### config.mk
export PLATFORM = sky130hd
export DESIGN_NAME = game_turn_fsm
export DESIGN_NICKNAME = d
export VERILOG_FILES = /design/src/rtl/game_pkg.sv /design/src/rtl/line_checker.sv /design/src/rtl/game_turn_fsm.sv
export SDC_FILE = /design/constraint.sdc
export NUM_CORES = 1
export LEC_CHECK = 0
export ABC_AREA = 1
export BUFFER_PORTS_ARGS = -buffer_cell sky130_fd_sc_hd__buf_2
export CAP_MARGIN = 25
export CORE_ASPECT_RATIO = 1.1
export CORE_MARGIN = 1.5
export CORE_UTILIZATION = 36
export DETAILED_ROUTE_END_ITERATION = 6
export PLACE_DENSITY = 0.58
export RECOVER_POWER = 25
export SYNTH_ARGS = -nofsm -noshare
export SYNTH_HDL_FRONTEND = slang
export SYNTH_SLANG_ARGS = --single-unit
### constraint.sdc
create_clock -name clock -period 2.4 [get_ports clock]
set_input_delay 0.48 -clock clock [delete_from_list [all_inputs] [get_ports clock]]
set_output_delay 0.48 -clock clock [all_outputs]
set_load 0.05 [all_outputs]
### src/rtl/game_pkg.sv
// Shared encodings for the tic-tac-toe turn controller: cell codes, winner codes,
// FSM states and the board type.
package game_pkg;

    localparam int NUM_CELLS = 9;

    typedef enum logic [1:0] {
        EMPTY = 2'b00,
        J1    = 2'b01,
        PC    = 2'b10
    } cell_t;

    typedef enum logic [1:0] {
        WIN_NONE = 2'b00,
        WIN_J1   = 2'b01,
        WIN_PC   = 2'b10,
        WIN_DRAW = 2'b11
    } winner_t;

    typedef enum logic [2:0] {
        WAIT_PL,
        PL_WRITE,
        PL_CHECK,
        PC_WAIT,
        PC_WRITE,
        PC_CHECK,
        DONE
    } state_t;

    typedef logic [NUM_CELLS-1:0][1:0] board_t;

    // Write strobe for a cell index; out-of-range indices produce no strobe.
    function automatic logic [15:0] onehot16(input logic [3:0] pos);
        return (pos < 4'(NUM_CELLS)) ? (16'(1) << pos) : 16'h0000;
    endfunction

endpackage

### src/rtl/line_checker.sv
// Flags a completed row, column or diagonal owned by one player code.
module line_checker
    import game_pkg::*;
(
    input  board_t board_i,
    input  cell_t  player_i,
    output logic   win_o
);

    logic [NUM_CELLS-1:0] own;

    always_comb begin
        own = '0;
        for (int i = 0; i < NUM_CELLS; i++) begin
            own[i] = (board_i[i] == player_i);
        end
    end

    assign win_o = (own[0] & own[1] & own[2]) |
                   (own[3] & own[4] & own[5]) |
                   (own[6] & own[7] & own[8]) |
                   (own[0] & own[3] & own[6]) |
                   (own[1] & own[4] & own[7]) |
                   (own[2] & own[5] & own[8]) |
                   (own[0] & own[4] & own[8]) |
                   (own[2] & own[4] & own[6]);

endmodule

### src/rtl/game_turn_fsm.sv
// Turn sequencer for player J1 versus the computer: validates J1 moves, waits
// PC_DELAY cycles, then takes the free cell offered by find_space.
module game_turn_fsm
    import game_pkg::*;
#(
    parameter int unsigned PC_DELAY = 4
) (
    input  logic        clock,
    input  logic        reset,
    input  logic        player_move,
    input  logic [3:0]  player_pos,
    input  logic        put_random,
    input  logic [3:0]  position_random,
    output logic [15:0] PL_en,
    output logic [15:0] PC_en,
    output logic        illegal_move,
    output logic        turn,
    output logic        game_over,
    output logic [1:0]  winner
);

    state_t      state_q, state_d;
    board_t      board_q, board_d;
    logic [3:0]  cnt_q, cnt_d;
    logic [3:0]  pl_pos_q, pl_pos_d;
    logic [3:0]  pc_pos_q, pc_pos_d;
    logic [15:0] pl_en_q, pl_en_d;
    logic [15:0] pc_en_q, pc_en_d;
    logic        illegal_q, illegal_d;
    logic        turn_q, turn_d;
    logic        game_over_q, game_over_d;
    winner_t     winner_q, winner_d;

    logic j1_win, pc_win, board_full, pl_free;

    line_checker u_chk_j1 (.board_i(board_q), .player_i(J1), .win_o(j1_win));
    line_checker u_chk_pc (.board_i(board_q), .player_i(PC), .win_o(pc_win));

    always_comb begin
        board_full = 1'b1;
        pl_free    = 1'b0;
        for (int i = 0; i < NUM_CELLS; i++) begin
            if (board_q[i] == EMPTY) board_full = 1'b0;
            if (player_pos == 4'(i) && board_q[i] == EMPTY) pl_free = 1'b1;
        end
    end

    always_comb begin
        state_d   = state_q;
        board_d   = board_q;
        cnt_d     = cnt_q;
        pl_pos_d  = pl_pos_q;
        pc_pos_d  = pc_pos_q;
        winner_d  = winner_q;
        illegal_d = 1'b0;

        case (state_q)
            WAIT_PL: begin
                if (player_move) begin
                    if (pl_free) begin
                        pl_pos_d = player_pos;
                        state_d  = PL_WRITE;
                    end else begin
                        illegal_d = 1'b1;
                    end
                end
            end
            PL_WRITE: begin
                for (int i = 0; i < NUM_CELLS; i++) begin
                    if (pl_pos_q == 4'(i)) board_d[i] = J1;
                end
                state_d = PL_CHECK;
            end
            PL_CHECK: begin
                if (j1_win) begin
                    state_d  = DONE;
                    winner_d = WIN_J1;
                end else if (board_full) begin
                    state_d  = DONE;
                    winner_d = WIN_DRAW;
                end else begin
                    state_d = PC_WAIT;
                    cnt_d   = '0;
                end
            end
            PC_WAIT: begin
                if (cnt_q == 4'(PC_DELAY - 1)) begin
                    if (put_random) begin
                        // Latched on entry so the registered strobe lines up with PC_WRITE.
                        pc_pos_d = position_random;
                        state_d  = PC_WRITE;
                    end else begin
                        state_d  = DONE;
                        winner_d = WIN_DRAW;
                    end
                end else begin
                    cnt_d = cnt_q + 4'd1;
                end
            end
            PC_WRITE: begin
                for (int i = 0; i < NUM_CELLS; i++) begin
                    if (pc_pos_q == 4'(i)) board_d[i] = PC;
                end
                state_d = PC_CHECK;
            end
            PC_CHECK: begin
                if (pc_win) begin
                    state_d  = DONE;
                    winner_d = WIN_PC;
                end else if (board_full) begin
                    state_d  = DONE;
                    winner_d = WIN_DRAW;
                end else begin
                    state_d = WAIT_PL;
                end
            end
            DONE:    state_d = DONE;
            default: state_d = WAIT_PL;
        endcase

        // Outputs are registered from the next state so they align with it.
        pl_en_d     = (state_d == PL_WRITE) ? onehot16(pl_pos_d) : 16'h0000;
        pc_en_d     = (state_d == PC_WRITE) ? onehot16(pc_pos_d) : 16'h0000;
        turn_d      = (state_d != WAIT_PL);
        game_over_d = (state_d == DONE);
    end

    always_ff @(posedge clock or posedge reset) begin
        if (reset) begin
            state_q     <= WAIT_PL;
            board_q     <= '0;
            cnt_q       <= '0;
            pl_pos_q    <= '0;
            pc_pos_q    <= '0;
            pl_en_q     <= '0;
            pc_en_q     <= '0;
            illegal_q   <= 1'b0;
            turn_q      <= 1'b0;
            game_over_q <= 1'b0;
            winner_q    <= WIN_NONE;
        end else begin
            state_q     <= state_d;
            board_q     <= board_d;
            cnt_q       <= cnt_d;
            pl_pos_q    <= pl_pos_d;
            pc_pos_q    <= pc_pos_d;
            pl_en_q     <= pl_en_d;
            pc_en_q     <= pc_en_d;
            illegal_q   <= illegal_d;
            turn_q      <= turn_d;
            game_over_q <= game_over_d;
            winner_q    <= winner_d;
        end
    end

    assign PL_en        = pl_en_q;
    assign PC_en        = pc_en_q;
    assign illegal_move = illegal_q;
    assign turn         = turn_q;
    assign game_over    = game_over_q;
    assign winner       = 2'(winner_q);

endmodule

==> impl_results.md, run 1 <==
- Total overflow reported by the global router: 0
- Area after DPL: approximately 3800 sq um
- CTS H-tree lvls: 3
- Skew-Pair Late Insertion Delay: 340 ps
- PwrDens: around 1100 nW/um^2
- GRT Overall Usage: around 16%
- Min Tclk post-route: about 1800 ps
- Critical path required time: between 2000 and 3000 ps
- Vias/cell: 4.67
- Synth cell types: 30
- Synthesis-to-layout area growth: 18.6%
- Core Box Area: between 8000 and 9000 sq um
- Int Power: 0.00243 W
- Die width: ~95 microns
- Peak VDD IR: about 0.00033 V
- Sequential Power Share: between 30% and 40%
- Setup ws final: between 600 and 700 ps
- IO Count: 49
- DRT Wirelength: between 7 and 8 mm
- Syn Area/Cell: about 8 sq um
- Setup TNS Final: 0 ps
- Top post-synthesis cells by count: nand2_1 (96), nor2_1 (72), dfrtp_1 (70)
- Post-synth EDFFs: 0
- Hold WS: between 200 and 300 ps
- Synthesized flop and latch total: 70
- RSZ-0062 raised after global routing: false
- Fmax: approximately 570 MHz
- Nets: 499
- Max transition margin: between 40% and 50%
- Synth Warn #: 0
- CP max FO: 17
- P_leak: approximately 2.1 nW
- Final instance area: roughly 3900 sq um
- Hold_buf cts: 0
- CP Capture Type: register
- Post-Synth Adder-Cell Area: less than 1%
- Synth top area cells: dfrtp_1 (53%), nand2_1 (11%), nor2_1 (8.1%)
- DRT iter0 DRCs: 149
- Initial antenna violation count: 0
- Placer congestion estimate: roughly 0.86
- Sequential-to-total area share from yosys stat: a little over half
- Max-slew violations: 0
- Num Clock Sinks: 70
- Setup Buffers After CTS: 0
- Simple-gate area share of the yosys netlist: 29.4%
- CP Class: reg2reg
- Yosys top cell by area: dfrtp_1
- Count of input and output buffers: 48
- R2r endpoint: PC_en[5]
- Final setup fails: 0
- Site row count: 36
- Mapped Cells: approximately 410
- Total power: approximately 0.0043 W
- Residual DRC: 0
- Worst r2r src: cnt_q[0]
- Die Height: ~100 microns
- CTS tree: yes
- Top_reg_cell synth: dfrtp_1
- Share of layout cells above drive strength 1: ~18%
- Slew @ Worst Pin: between 800 and 900 ps
- Hold Path Class: in2async
- Top-area cell type share of the netlist area: 52.7%
- Clk Tree Root Cell: clkbuf_8
- CTS Buf Count: 9
- Data arrival time of the critical path: around 2000 ps
- Die ar.: about 9800 sq um
- Cell area after synthesis: ~3300 sq um
- Post-CTS sizing: 0
- FF-to-FF setup slack: about 640 ps
- Vias: around 2,800
- Clock Skew: roughly 13 ps
- FF-to-FF path depth: 8
- MaxCap Viol Count: 0
- Avg WL per Cell: around 12 microns
- Mux cell area share after synthesis: 0%
- XOR/XNOR share of the synthesized area: less than 1%
- Clock power share: between 20% and 30%
- Async SR Flop Fraction: 100%
- Largest family of logic cells by synthesized area: simple AND/OR/NAND/NOR gates
- Largest net degree at the start of global routing: 33
- Combinational power share: between 40% and 50%
- First-pass GRT wire length: approximately 12 mm
- Fin. Hold Viols: 0
- Number of global-route vias before repair: 2,738
- Synth Area in Compound Gates: under 10%
- Setup crit start kind: register
- Dpl ws: approximately 600 ps
- Sw Pwr: 0.00184 W
- Clock Pin Slew Worst Setup and Hold Paths: 70 ps
- Initial Util: 37.3%
- Net Sw Frac: between 40% and 50%
- # diodes: 0
- Clock Path Buffers: 2
- DRT antenna net count: 0
- Final worst path period share: 73.3%
- DP Wirelength: 5.61 mm
- Drt first pass iters: 4
- Outcome: finished, final reports clean
- Top-count cell post-synth: nand2_1
-- per-stage QoR --
step	instances	util, %
6_report	604	44.2
5_1_grt	604	44.2
4_1_cts	604	44.4
3_5_place_dp	589	42.2
3_3_place_gp	589	42.2
2_1_floorplan	427	-
-- power by group through the flow --
stage	Combinational, W	Sequential, W	Clock (W)
finish	0.00171	0.00162	0.000941
global route	0.00195	0.00166	0.00103
CTS	0.00172	0.00162	0.000988
detailed placement	0.00171	0.00164	0
global placement	0.00169	0.00163	0
floorplan	0.00116	0.00177	0
-- cell type report --
| type | count | area, sq um |
|---|---|---|
| fillers | 928 | 4980 |
| multi-input cells | 295 | 1370 |
| flip-flops and latches | 70 | 1750 |
| clock buffers | 10 | 138 |
| inverters | 60 | 225 |
| well taps | 114 | 143 |
| clock inverters | 5 | 58.8 |
| repair buffers | 50 | 253 |
-- logic make-up (layout without fill, tap and decap cells) --
family          Yosys count  after routing
compound gates           57             57
xor+xnor                  1              1
buf+inv                  62            125
other cells               1             14
flops                    70             70
fa+ha+maj                 1              1
simple gates            222            222
-- worst max-delay path, stage by stage (launching register included) --
cell,delay (ps)
dfrtp_1,390
ha_1,190
nor3b_2,300
nand2_4,190
nand2_1,100
o21ai_1,80
inv_1,110
nand2_1,120
nor3_1,200
-- state kept, by name, indices dropped and copies added, names as in the netlist --
name and flops:
PC_en 16, PL_en 16, board_q 18, cnt_q 4, game_over 1, illegal_move 1
pc_pos_q 4, pl_pos_q 4, state_q 3, turn 1, winner 2
-- worst max-delay path by stage --
stage,start,depth (start not counted),end
after floorplan,reset,1,PC_en[0]
after global placement,player_pos[0],10,PL_en[1]
after detailed placement,player_pos[0],10,PL_en[3]
after CTS,cnt_q[0],8,PC_en[5]
after global routing,state_q[1],9,board_q[16]
final,cnt_q[0],8,PC_en[5]
-- cells in the final DEF (no fill, tap or decap), types with 3 or more instances in the layout --
cell type / netlist / routed
nand3_1: 18 / 18
or2_2: 3 / 3
o21a_1: 9 / 9
inv_2: 4 / 4
nand4_1: 3 / 3
nor2_1: 72 / 72
nor3_1: 17 / 17
o21ai_1: 6 / 6
conb_1: 1 / 14
o21ai_0: 30 / 30
a21oi_1: 7 / 7
dfrtp_1: 70 / 70
clkbuf_8: 0 / 10
buf_2: 0 / 48
inv_1: 56 / 56
nand2_1: 96 / 96
-- metal layers --
metal | vias to the layer above | track usage [%] | share of wire (%)
met3 | 5 | 3.89 | 4.9
li1 | 1431 | - | -
met1 | 1314 | 21.3 | 47
met5 | - | 0 | 0
met4 | 0 | 5.12 | 1.0
met2 | 70 | 25.1 | 47
No activity file was read; power rests on OpenSTA's default activity.
==> inputs of run 2 (changes only) <==
==> constraint.sdc (replaced) <==
create_clock -name clock -period 1.5 [get_ports clock]
set_input_delay 0.3 -clock clock [delete_from_list [all_inputs] [get_ports clock]]
set_output_delay 0.3 -clock clock [all_outputs]
set_load 0.05 [all_outputs]
==> impl_results.md, run 2 (same netlist as run 1, synthesis figures left out) <==
- Outcome: finished with violations
- Violations in the final reports: negative setup slack
- DRT antenna net count: 0
- Reg with most FFs: board_q
- Number of global-route vias before repair: between 3,000 and 4,000
- # diodes: 0
- FF-to-FF path depth: 7
- Clock Pin Slew Worst Setup and Hold Paths: ~80 ps
- CTS tree: yes
- Clock Skew: roughly 14 ps
- CP max FO: 5
- Worst r2r src: cnt_q[1]
- Fin. Hold Viols: 0
- PwrDens: ~1800 nW/um^2
- Synthesis-to-layout area growth: 48.2%
- Slew @ Worst Pin: between 500 and 600 ps
- Skew-Pair Late Insertion Delay: 340 ps
- GRT busiest layer: met2
- Share of layout cells above drive strength 1: 47.0%
- Min Tclk post-route: between 1500 and 2000 ps
- Clock Path Buffers: 2
- Final setup fails: 24
- FF-to-FF setup slack: -120 ps
- CP Class: reg2reg
- MaxCap Viol Count: 0
- Placer congestion estimate: roughly 0.90
- Site row count: 36
- Total overflow reported by the global router: 0
- Initial Util: a little under two fifths
- Filler cells: between 800 and 900
- DRT iter0 DRCs: about 140
- Hold Path Class: in2reg
- Setup crit start kind: register
- RSZ-0062 raised after global routing: true
- DRT Wirelength: ~8.6 mm
- Met2 usage: roughly 27%
- Setup ws final: -118 ps
- Count of input and output buffers: 48
- Drt first pass iters: 4
- Peak VDD IR: around 0.0008 V
- Met3 Usage GRT: under 10%
- Num Clock Sinks: 70
- Avg WL per Cell: 13.1 microns
- Fmax: 618 MHz
- Die Height: 104 microns
- Vias: between 3,000 and 4,000
- DP Wirelength: just under 6 mm
- Most frequent cells in the layout: nand2_1 (67), dfrtp_1 (66), buf_4 (49)
- Vias/cell: 4.71
- IO Count: 49
- Max transition margin: 65.5%
- Hold WS: 243 ps
- Initial antenna violation count: 0
- Nets: around 560
- HP Start: position_random[3]
- Most common cell after layout, fill and taps aside: nand2_1
- Met1 Track Usage GR: around 23%
- Max-slew violations: 0
- Final worst path period share: 108%
- Worst Setup SP: cnt_q[1]
- Die ar.: between 9000 and 10,000 sq um
- CP Capture Type: register
- Data arrival time of the critical path: between 1500 and 2000 ps
- Clk Tree Root Cell: clkbuf_8
- CTS H-tree lvls: 3
- Die width: ~95 microns
- GRT Overall Usage: 17.9%
- Hold path depth: 3
- Critical path required time: approximately 1800 ps
- First-pass GRT wire length: approximately 14 mm
- CTS Buf Count: 9
- Setup TNS Final: -1420 ps
- Largest net degree at the start of global routing: 37
- Residual DRC: 0
- Max reg flops: 18
- Core Box Area: 8920 sq um
- P_leak: 2.45 nW
## run 2: final cells by class
cell class	instances	area [sq um]	share of cell area [%]
multi-input combinational	297	1920	38.9
clock inverter	6	47.5	0.965
sequential	70	1760	35.7
inverter	60	244	4.95
timing repair buffer	104	689	14.0
tap	114	143	2.90
clock buffer	10	128	2.59
## run 2: path summary, 6_finish.rpt
check | to
worst min register to register | winner[1]
worst max register to register | PC_en[6]
worst max-delay path | PC_en[6]
max in group asynchronous | state_q[0]
min in group asynchronous | PC_en[12]
worst min-delay path | pc_pos_q[3]
## run 2: critical path, stage by stage (launching register included)
cell     delay, ps
dfrtp_1        370
ha_2           180
nor3b_4        300
nand2_4        140
o21ai_4        220
buf_6          130
nand2_4         40
nor3_2         150
## run 2: report_power, final
part	leakage [nW]	internal, W	switching (W)
Sequential	0.862	0.00227	0.000381
Clock	0.0751	0.000609	0.000776
Combinational	1.51	0.00184	0.00278
Total	2.45	0.00472	0.00394
## run 2: layer usage
metal | routed length (microns) | vias to the layer above
met5 | 0 | -
met4 | 178 | 0
met3 | 481 | 16
met2 | 4330 | 90
met1 | 3660 | 1460
li1 | - | 1546
## run 2: per-stage QoR
step           cells  power (W)  setup slack [ps]  utilization, %  cell area [sq um]
4_1_cts          654    0.00758             -71.7            49.7               4430
5_1_grt          661    0.00929              -228            55.2               4930
3_3_place_gp     633    0.00581             -87.4            46.0               4110
3_5_place_dp     633    0.00586              -122            46.0               4110
6_report         661    0.00866              -118            55.2               4930
2_1_floorplan    427    0.00468              4.45               -               3380
## run 2: timing repair
item                                   CTS  global route
buffers inserted                         3             6
hold buffers                             1             0
setup endpoints to repair               37            51
pin swaps                                9            49
gates resized for setup                 41           141
gates cloned                             1             1
endpoints found under the hold margin    9             0
